===== config.mk =====
export PLATFORM = sky130hd
export DESIGN_NAME = adder_share_arbiter
export DESIGN_NICKNAME = d
export VERILOG_FILES = /design/src/rtl/adder_share_arbiter.sv
export SDC_FILE = /design/constraint.sdc
export NUM_CORES = 1
export LEC_CHECK = 0
export ABC_AREA = 1
export BUFFER_PORTS_ARGS = -buffer_cell sky130_fd_sc_hd__buf_2
export CORE_MARGIN = 3
export CORE_UTILIZATION = 35
export CTS_CLUSTER_DIAMETER = 40
export DETAILED_ROUTE_END_ITERATION = 8
export GPL_TIMING_DRIVEN = 1
export PLACE_DENSITY = 0.59
export SYNTH_ARGS = -nofsm -noshare
export SYNTH_HDL_FRONTEND = slang
export SYNTH_SLANG_ARGS = --single-unit

===== constraint.sdc =====
create_clock -name clk -period 3.04 [get_ports clk]
set_clock_uncertainty 0.05 [all_clocks]
set_input_delay 0.608 -clock clk [delete_from_list [all_inputs] [get_ports clk]]
set_output_delay 0.608 -clock clk [all_outputs]
set_load 0.05 [all_outputs]

===== src/rtl/adder_share_arbiter.sv =====
// Round-robin arbiter that shares one registered adder between N_REQ requesters.
// A tag pipeline tracks in-flight ops, and each owner gets a held response register.
module adder_share_arbiter #(
    parameter int N_REQ     = 4,
    parameter int WIDTH     = 4,
    parameter int ADDER_LAT = 2
) (
    input  logic                     clk,
    input  logic                     rst_n,
    input  logic [N_REQ-1:0]         req_valid,
    output logic [N_REQ-1:0]         req_ready,
    input  logic [N_REQ*WIDTH-1:0]   req_a,
    input  logic [N_REQ*WIDTH-1:0]   req_b,
    output logic [WIDTH-1:0]         add_a,
    output logic [WIDTH-1:0]         add_b,
    input  logic [WIDTH-1:0]         add_sum,
    input  logic                     add_cout,
    output logic [N_REQ-1:0]         rsp_valid,
    input  logic [N_REQ-1:0]         rsp_ready,
    output logic [N_REQ*WIDTH-1:0]   rsp_sum,
    output logic [N_REQ-1:0]         rsp_cout,
    output logic                     busy
);

    localparam int IDW = (N_REQ > 1) ? $clog2(N_REQ) : 1;
    localparam logic [IDW-1:0] LAST_RST = IDW'(N_REQ - 1);

    logic [N_REQ-1:0]       pending_q, pending_d;
    logic [IDW-1:0]         last_q, last_d;
    logic [ADDER_LAT-1:0]   tag_vld_q, tag_vld_d;
    logic [IDW-1:0]         tag_id_q [ADDER_LAT];
    logic [IDW-1:0]         tag_id_d [ADDER_LAT];
    logic [N_REQ-1:0]       rsp_valid_q, rsp_valid_d;
    logic [N_REQ*WIDTH-1:0] rsp_sum_q, rsp_sum_d;
    logic [N_REQ-1:0]       rsp_cout_q, rsp_cout_d;

    logic [N_REQ-1:0]       elig;
    logic [N_REQ-1:0]       consume;
    logic                   grant_vld;
    logic [IDW-1:0]         grant_id;
    logic [IDW-1:0]         arb_idx;
    logic                   cap_vld;
    logic [IDW-1:0]         cap_id;

    // Gating with rst_n keeps req_ready and the adder operands quiet while reset is held.
    assign elig    = req_valid & ~pending_q & {N_REQ{rst_n}};
    assign consume = rsp_valid_q & rsp_ready;
    assign cap_vld = tag_vld_q[ADDER_LAT-1];
    assign cap_id  = tag_id_q[ADDER_LAT-1];

    always_comb begin
        grant_vld = 1'b0;
        grant_id  = '0;
        arb_idx   = '0;
        for (int k = 1; k <= N_REQ; k++) begin
            arb_idx = IDW'((int'(last_q) + k) % N_REQ);
            if (!grant_vld && elig[arb_idx]) begin
                grant_vld = 1'b1;
                grant_id  = arb_idx;
            end
        end
    end

    always_comb begin
        req_ready = '0;
        add_a     = '0;
        add_b     = '0;
        if (grant_vld) begin
            req_ready[grant_id] = 1'b1;
            add_a = req_a[grant_id*WIDTH +: WIDTH];
            add_b = req_b[grant_id*WIDTH +: WIDTH];
        end
    end

    always_comb begin
        pending_d = pending_q & ~consume;
        last_d    = last_q;
        if (grant_vld) begin
            pending_d[grant_id] = 1'b1;
            last_d              = grant_id;
        end

        tag_vld_d    = tag_vld_q;
        tag_id_d     = tag_id_q;
        tag_vld_d[0] = grant_vld;
        tag_id_d[0]  = grant_id;
        for (int s = 1; s < ADDER_LAT; s++) begin
            tag_vld_d[s] = tag_vld_q[s-1];
            tag_id_d[s]  = tag_id_q[s-1];
        end

        // A capture never targets a held response: pending blocks that id's re-grant.
        rsp_valid_d = rsp_valid_q & ~consume;
        rsp_sum_d   = rsp_sum_q;
        rsp_cout_d  = rsp_cout_q;
        if (cap_vld) begin
            rsp_valid_d[cap_id]                = 1'b1;
            rsp_sum_d[cap_id*WIDTH +: WIDTH]   = add_sum;
            rsp_cout_d[cap_id]                 = add_cout;
        end
    end

    always_ff @(posedge clk or negedge rst_n) begin
        if (!rst_n) begin
            pending_q   <= '0;
            last_q      <= LAST_RST;
            tag_vld_q   <= '0;
            for (int s = 0; s < ADDER_LAT; s++) tag_id_q[s] <= '0;
            rsp_valid_q <= '0;
            rsp_sum_q   <= '0;
            rsp_cout_q  <= '0;
        end else begin
            pending_q   <= pending_d;
            last_q      <= last_d;
            tag_vld_q   <= tag_vld_d;
            tag_id_q    <= tag_id_d;
            rsp_valid_q <= rsp_valid_d;
            rsp_sum_q   <= rsp_sum_d;
            rsp_cout_q  <= rsp_cout_d;
        end
    end

    assign rsp_valid = rsp_valid_q;
    assign rsp_sum   = rsp_sum_q;
    assign rsp_cout  = rsp_cout_q;
    assign busy      = |pending_q;

endmodule


# Word level (Yosys, flattened, before mapping)
# Cells that the tools add are included.
dict set report classes {
  reduce_logical 9
  n_eq_ne 0
  n_mux 27
  n_mul 0
  n_div 0
  n_addsub 5
  shift 4
  n_bitwise 9
  magnitude_cmp 8
}
# op count
set ops {}
lappend ops {{negation 4 -> 34 bit} 1}
lappend ops {{variable shift 4 x 34 -> 16 bit, first input constant} 1}
lappend ops {{variable part select 4 x 34 -> 16 bit} 1}
lappend ops {{variable part select 16 x 5 -> 4 bit} 2}
lappend ops {{AND 4 bit} 5}
lappend ops {{2-to-1 mux 4 bit} 5}
lappend ops {{< comparator 2 x 3 -> 1 bit, second input constant} 6}
lappend ops {{bitwise mux 16 bit} 1}
lappend ops {{2-to-1 mux 1 bit} 10}
lappend ops {{binary-select mux 1 bit (select 2 bit)} 4}
lappend ops {{2-to-1 mux 2 bit} 4}
lappend ops {{inverter 4 bit} 2}
lappend ops {{OR 4 bit} 2}
lappend ops {{logical AND 1 bit} 5}
lappend ops {{adder 2 x 1 -> 2 bit, second input constant} 2}
lappend ops {{adder 2 bit, second input constant} 2}
lappend ops {{bitwise mux 4 bit} 1}
lappend ops {{demux 1 bit (select 2 bit)} 2}
lappend ops {{>= comparator 2 x 1 -> 1 bit, second input constant} 2}
lappend ops {{OR reduction 4 bit} 1}
lappend ops {{zero test 1 bit} 3}
dict set report totals {
  output_inout_bits 37
  latchBits 0
  rom_bits 0
  mem_bits_rw 0
  regBits 36
  n_memories 0
}

# Depth between registers and ports, before layout
# Gate-level depths: netlist (run 1).
dict set report logic_depth {
  word_depth 21
  mapped_depth 15
  depth_no_buf 13
}

# Least setup slack after synthesis (run 1)
# No wires, ideal clock.
dict set report synth_path {
  kind {input port to output port}
  start {input rst_n}
  end {output req_ready[0]}
  required_time_ns 2.382
  cell_stages 10
  arrival_time_ns 2.267
  path_buffers 2
  path_slack_ns 0.115
  cell_sequence {buf_6 -> nand4_1 -> nand3_2 -> nand2_4 -> a21oi_4 -> nand2_4 -> nand2_4 -> buf_6 -> nand2_1 -> nor2_1}
}
dict set report synth_between {
  elab_chain_len 18
}
# element line
set synth_rtl {}
lappend synth_rtl {{from (decl)} 9} ;# input logic rst_n,
lappend synth_rtl {{AND 4 bit (*)} 46} ;# assign elig = req_valid & ~pending_q & {N_REQ{rst_n}};
lappend synth_rtl {{binary-select mux 1 bit (select 2 bit)} 57} ;# if (!grant_vld && elig[arb_idx]) begin
lappend synth_rtl {{2-to-1 mux 1 bit (implied by the code)} 57}
lappend synth_rtl {{2-to-1 mux 1 bit} 57}
lappend synth_rtl {{zero test 1 bit} 57}
lappend synth_rtl {{logical AND 1 bit} 57}
lappend synth_rtl {{2-to-1 mux 1 bit} 57}
lappend synth_rtl {{zero test 1 bit} 57}
lappend synth_rtl {{[2 not listed]} -}
lappend synth_rtl {{zero test 1 bit} 57}
lappend synth_rtl {{logical AND 1 bit} 57}
lappend synth_rtl {{2-to-1 mux 2 bit} 57}
lappend synth_rtl {{< comparator 2 x 3 -> 1 bit (implied by the code) / >= comparator 2 x 1 -> 1 bit (equally long branches)} 69} ;# req_ready[grant_id] = 1'b1;
lappend synth_rtl {{logical AND 1 bit (implied by the code)} 69}
lappend synth_rtl {{2-to-1 mux 1 bit (implied by the code)} 69}
lappend synth_rtl {{demux 1 bit (select 2 bit)} 69}
lappend synth_rtl {{2-to-1 mux 4 bit (*)} 68} ;# if (grant_vld) begin
lappend synth_rtl {{to (decl)} 11} ;# output logic [N_REQ-1:0] req_ready,
# Mark *: on every way between the ends. The rest lies on a longest branch, timed or not. The select of a mux whose other input is x is not followed.

# Final worst setup path (run 1)
dict set report layout_path {
  start {register last_q[0]}
  end {output add_a[2]}
}
dict set report layout_between {
  elab_chain_len 15
}
# element line
set layout_rtl {}
lappend layout_rtl {{from (decl)} 29} ;# logic [IDW-1:0] last_q, last_d;
lappend layout_rtl {{from (signal assigned)} 114} ;# last_q <= last_d;
lappend layout_rtl {{adder 2 x 1 -> 2 bit} 56} ;# arb_idx = IDW'((int'(last_q) + k) % N_REQ);
lappend layout_rtl {{binary-select mux 1 bit (select 2 bit)} 57}
lappend layout_rtl {{2-to-1 mux 1 bit (implied by the code)} 57}
lappend layout_rtl {{2-to-1 mux 1 bit} 57}
lappend layout_rtl {{zero test 1 bit} 57}
lappend layout_rtl {{logical AND 1 bit} 57}
lappend layout_rtl {{2-to-1 mux 1 bit} 57}
lappend layout_rtl {{zero test 1 bit} 57}
lappend layout_rtl {{logical AND 1 bit} 57}
lappend layout_rtl {{2-to-1 mux 1 bit} 57}
lappend layout_rtl {{zero test 1 bit} 57}
lappend layout_rtl {{logical AND 1 bit} 57}
lappend layout_rtl {{2-to-1 mux 2 bit} 57}
lappend layout_rtl {{variable part select 16 x 5 -> 4 bit} 70} ;# add_a = req_a[grant_id*WIDTH +: WIDTH];
lappend layout_rtl {{2-to-1 mux 4 bit (*)} 68}
lappend layout_rtl {{to (decl)} 14} ;# output logic [WIDTH-1:0] add_a,
# Marks and branches as above.

==> results of run 1 <==
-- per-layer routing --
layer	share of wire, %	vias to the layer above	global-route usage (%)
met1	43	1048	19.5
met2	49	83	24.9
met3	6.6	8	2.79
met5	0	-	0
li1	-	1172	-
met4	1.4	0	5.36
-- cell families after synthesis --
logic type      count (synthesis)  share of synthesized area, %
simple gates                  187                          39.4
compound gates                 40                          10.5
flops                          36                          38.2
buf+inv                        31                          7.72
fa+ha+maj                       8                          4.23
-- stage by stage --
stage	util [%]	setup TNS, ns	hold slack [ns]	cells	worst slack, ns
after floorplan	-	0	0.262	302	0.115
after global placement	43.8	0	0.282	457	0.0253
after detailed placement	43.8	-0.0302	0.285	457	-0.0123
after CTS	46.4	-0.000374	0.295	467	-0.000374
after global routing	48.0	-1.86	0.318	471	-0.181
final	48.0	0	0.297	471	0.00389
-- what timing repair did --
item                       in CTS  in global routing
gates resized for setup        16                 19
setup endpoints to repair      12                 12
pin swaps                       0                  8
buffers inserted                3                  2
cloned                          0                  2
-- critical path, cell delays in order (launching register included) --
cell and delay (ns):
dfstp_2 0.65, nand4_1 0.21, nand2_1 0.13, nand2_1 0.07
nand2_2 0.08, nand3_4 0.08, nand3_4 0.15, buf_12 0.16
nand3_1 0.09, nand2_2 0.08, nand2_2 0.05, a21oi_2 0.16
buf_6 0.18
-- cell usage in the layout (no fill, tap or decap), types with 7 or more instances in the layout --
cell type	synthesis	layout
nand2_1	95	89
buf_2	1	72
nand3_1	40	40
dfrtp_1	34	34
nand2_2	27	33
o21ai_0	27	27
inv_1	17	17
buf_4	3	10
buf_6	5	9
nor2_1	8	8
a21oi_2	8	8
ha_1	8	8
clkbuf_8	0	7
-- worst paths after layout --
| check | start | cells after the start | end | slack (ns) |
|---|---|---|---|---|
| hold reg to reg | tag_id_d[0] | 0 | cap_id[0] | 0.30 |
| setup / recovery | last_q[0] | 12 | add_a[2] | 0.004 |
| min in group asynchronous | rst_n | 2 | rsp_valid[1] | 0.50 |
| max in group asynchronous | rst_n | 2 | last_q[0] | 2.10 |
| setup reg to reg | last_q[0] | 12 | pending_q[1] | 0.96 |
| hold / removal | tag_id_d[0] | 0 | cap_id[0] | 0.30 |
-- state kept, by name, summed over array words and instances (netlist names) --
name,flops
tag_id_d,2
rsp_valid,4
cap_id,2
last_q,2
pending_q,4
rsp_cout,4
rsp_sum,16
tag_vld_q,2
-- area by class of cell --
type / count / area share, %
multi-input combinational: 236 / 43.0
tap: 77 / 3.11
inverter: 20 / 2.66
timing repair buffer: 95 / 18.9
sequential: 36 / 29.1
clock buffer: 7 / 3.11
==> metrics.txt, run 1 <==
Worst Tran Pin Value 0.443 ns; initial antenna violation count 0; Clock Tree Root clkbuf_8; Final Instance Area 3100 um2; hold_buf cts 0; grt total ovfl 0; minimum clock period 3.04 ns; Max FO, Critical Path 16; critical path required time 2.38 ns; count leader, synth nand2_1; synth warn 0; dominant cells by area after synthesis dfrtp_1 (36%), nand2_1 (15%), nand3_1 (8.5%); final setup fails 0; Synth Flop Type dfrtp_1; DRC 0; number of port buffers 83; largest net degree at the start of global routing 37; CP endpoint kind primary output; post-synthesis sequential area ratio 38.2%; Die W 88.2 um; synth unique cells 25; Die Area 7790 um2; FFs w/ async S/R, synth 100%; Max clock buf depth 2; Via-to-Cell Ratio 4.91; status finished clean; H-tree depth 2; Cell Area, Placed 2830 um2; MaxCap Viol Count 0; Final Hold Fails 0; vias in the first global route 2071; Clk pin slew, worst setup/hold paths 0.06 ns; Setup CP Type reg2out; CTS Buf Count 5; Slew Viols, Final 0; Initial Utilization 36.7%; max_slew headroom 70.5%; Antenna Cells 0; first-pass GRT wire length 9.43 mm; num ports 84; detailed placer's ending HPWL 4.42 mm; Fill cells 661; CP startpoint kind flip-flop; vias 2311; Site Rows 29; Synth top area share 35.9%; RSZ-0062 raised after global routing true; CP arrival 2.38 ns; number of synthesized flops with an enable pin 0; flops & latches, synth 36; first drt pass iteration count 4; Global Route Usage Sum 15.0%; post-synthesis cell count 302; CTS tree built; syn avg cell area 7.84 um2; maximum clock rate 0.329 GHz; Core Region 6460 um2; Final nets 449; Syn Std Cell Area 2370 um2; period utilization 99.9%; Layout area overhead 30.9%; initial DRC count 75; WL final 5.99 mm; Hold/Removal Path Class reg2reg; flip-flop and latch area 903 um2; top cells by instance count after synthesis nand2_1 (95), nand3_1 (40), dfrtp_1 (34), nand2_2 (27), o21ai_0 (27); ANT nets after route 0; die height 88.2 um; syn nets 357; Synth area leader dfrtp_1; gpl congestion 0.845; Clock Sinks 36; area of the multi-input gates 1330 um2; routed length per instance 12.7 um; clk_lat worst skew 0.28 ns; fraction of layout cells with a size suffix above 1 41.4%
Power of run 1 is left out: the tool's default activity adds up to more than one toggle a clock period on the data nets, which glitch-free logic cannot reach.
==> inputs of run 2 (changes only) <==
--- a/config.mk
+++ b/config.mk
@@ -13,6 +13,7 @@
 export DETAILED_ROUTE_END_ITERATION = 8
 export GPL_TIMING_DRIVEN = 1
 export PLACE_DENSITY = 0.59
+export SETUP_SLACK_MARGIN = 0.4
 export SYNTH_ARGS = -nofsm -noshare
 export SYNTH_HDL_FRONTEND = slang
 export SYNTH_SLANG_ARGS = --single-unit
==> metrics.txt, run 2 (same netlist as run 1, synthesis figures left out) <==
initial antenna violation count 0 (unchanged); Clk pin slew, worst setup/hold paths 0.06 ns (about the same); Die W 88.2 um (unchanged); detailed placer's ending HPWL 4.59 mm (+3.8%); Clock Sinks 36 (unchanged); Max clock buf depth 2 (unchanged); Global Route Usage Sum 15.6% (+0.63 points); Clock Tree Root clkbuf_8; Slowest-stage cell, CP dfstp_2; vias 2252 (-2.6%); MaxCap Viol Count 0 (unchanged); ANT nets after route 0 (unchanged); WL final 5.75 mm (-4.0%); number of port buffers 83 (unchanged); Setup CP Type reg2out; first drt pass iteration count 5 (+1); max reg flops 16 (unchanged); CP peak stage delay 0.58 ns (-0.07 ns); H-tree depth 2 (unchanged); Fill cells 635 (-3.9%); die height 88.2 um (unchanged); Final nets 448 (-0.22%); most common cell after layout, fill and taps aside nand2_1; CP endpoint kind primary output; clk_lat worst skew 0.28 ns (about the same); register-to-register setup slack 1.01 ns (+0.05 ns); largest net degree at the start of global routing 37 (unchanged); Hold Crit Depth 0 (unchanged); Die Area 7790 um2 (unchanged); num ports 84 (unchanged); Initial Utilization 36.7% (unchanged); most frequent CP cell nand3_4; Worst Tran Pin Value 0.433 ns (-0.00968 ns); final setup fails 0 (unchanged); commonest non-fill, non-tap cells in the layout nand2_1 (81), buf_2 (71), nand2_2 (41); Cell Chain, Critical Path buf_6 -> nand4_1 -> nand3_2 -> nand2_4 -> nand3_4 -> nand3_4 -> nand2_8 -> inv_1 -> nand2_1 -> clkinvlp_4 -> buf_4; gpl congestion 0.858 (+1.5%); first-pass GRT wire length 9.80 mm (+3.9%); TNS Setup 0 ns (unchanged); Core Region 6460 um2 (unchanged); hold_buf cts 0 (unchanged); CP arrival 2.35 ns (-0.03 ns); RSZ-0062 raised after global routing true; Hold/Removal Path Class reg2reg; Antenna Cells 0 (unchanged); period utilization 99.0% (-0.88 points); minimum clock period 3.01 ns (-0.0269 ns); Slew Viols, Final 0 (unchanged); Max FO, Critical Path 19 (+3); DRC 0 (unchanged); maximum clock rate 0.332 GHz (+0.89%); routed length per instance 12.2 um (-4.0%); critical path required time 2.38 ns (about the same); CTS tree built; CTS Buf Count 5 (unchanged); initial DRC count 100 (+33%); grt total ovfl 0 (unchanged); Final Hold Fails 0 (unchanged); Site Rows 29 (unchanged); status finished clean; max_slew headroom 71.1% (+0.65 points); Worst R2R Path Depth 11 (-1); Layout area overhead 33.6%; fraction of layout cells with a size suffix above 1 43.7% (+2.3 points); CP startpoint kind flip-flop; vias in the first global route 2181 (+5.3%); Via-to-Cell Ratio 4.78 (-2.6%)
-- run 2: cell types whose count changed in the layout (fill, tap and decap cells not counted), moves of 8 or more --
cell,delta
nand2_2,+8
a21oi_2,-8
a21oi_4,+8
nand2_1,-8
-- run 2: worst max-delay path, delay by kind of cell (launching register included) --
| family | cells | cell delay [ns] |
|---|---|---|
| buffers and inverters | 4 | 0.50 |
| and+or+nand+nor | 7 | 0.97 |
| DFF | 1 | 0.58 |
-- run 2: final cells by class --
class                      count  area, um2  area share, %
multi-input combinational    235       1400           44.2
tap                           77       96.3           3.05
clock buffer                   8       90.1           2.85
timing repair buffer          95        592           18.7
sequential                    36        903           28.6
inverter                      20       83.8           2.65
-- run 2: what timing repair did --
| action | 4_1_cts | 5_1_grt |
|---|---|---|
| gates cloned | 0 | 0 |
| setup buffers | 1 | 0 |
| resized for setup | 29 | 6 |
| pin swaps | 2 | 0 |
| setup endpoints to repair | 12 | 12 |
-- run 2: metal layers --
| layer | global-route usage (%) | vias up | part of all wire, % |
|---|---|---|---|
| li1 | - | 1168 | - |
| met1 | 20.2 | 991 | 43 |
| met2 | 26.6 | 89 | 48 |
| met3 | 3.63 | 4 | 7.7 |
| met4 | 3.43 | 0 | 0.43 |
| met5 | 0 | - | 0 |
-- run 2: path summary, 6_finish.rpt --
kind / from / end
setup / recovery: last_q[0] / req_ready[1]
hold / removal: tag_id_d[1] / cap_id[1]
setup reg to reg: last_q[0] / pending_q[0]
hold reg to reg: tag_id_d[1] / cap_id[1]
max in group asynchronous: rst_n / last_q[0]
min in group asynchronous: rst_n / rsp_valid[1]
-- run 2: per-stage QoR --
step	setup WS, ns	instances	area, um2	hold WS [ns]	utilization, %
after floorplan	0.361	302	2470	0.262	-
after global placement	0.00628	462	2950	0.283	45.6
after detailed placement	-0.0419	462	2950	0.293	45.6
after CTS	0.0229	471	3140	0.308	48.6
after global routing	-0.150	471	3160	0.311	49.0
final	0.0308	471	3160	0.304	49.0
Power of run 2 is left out for the same reason.
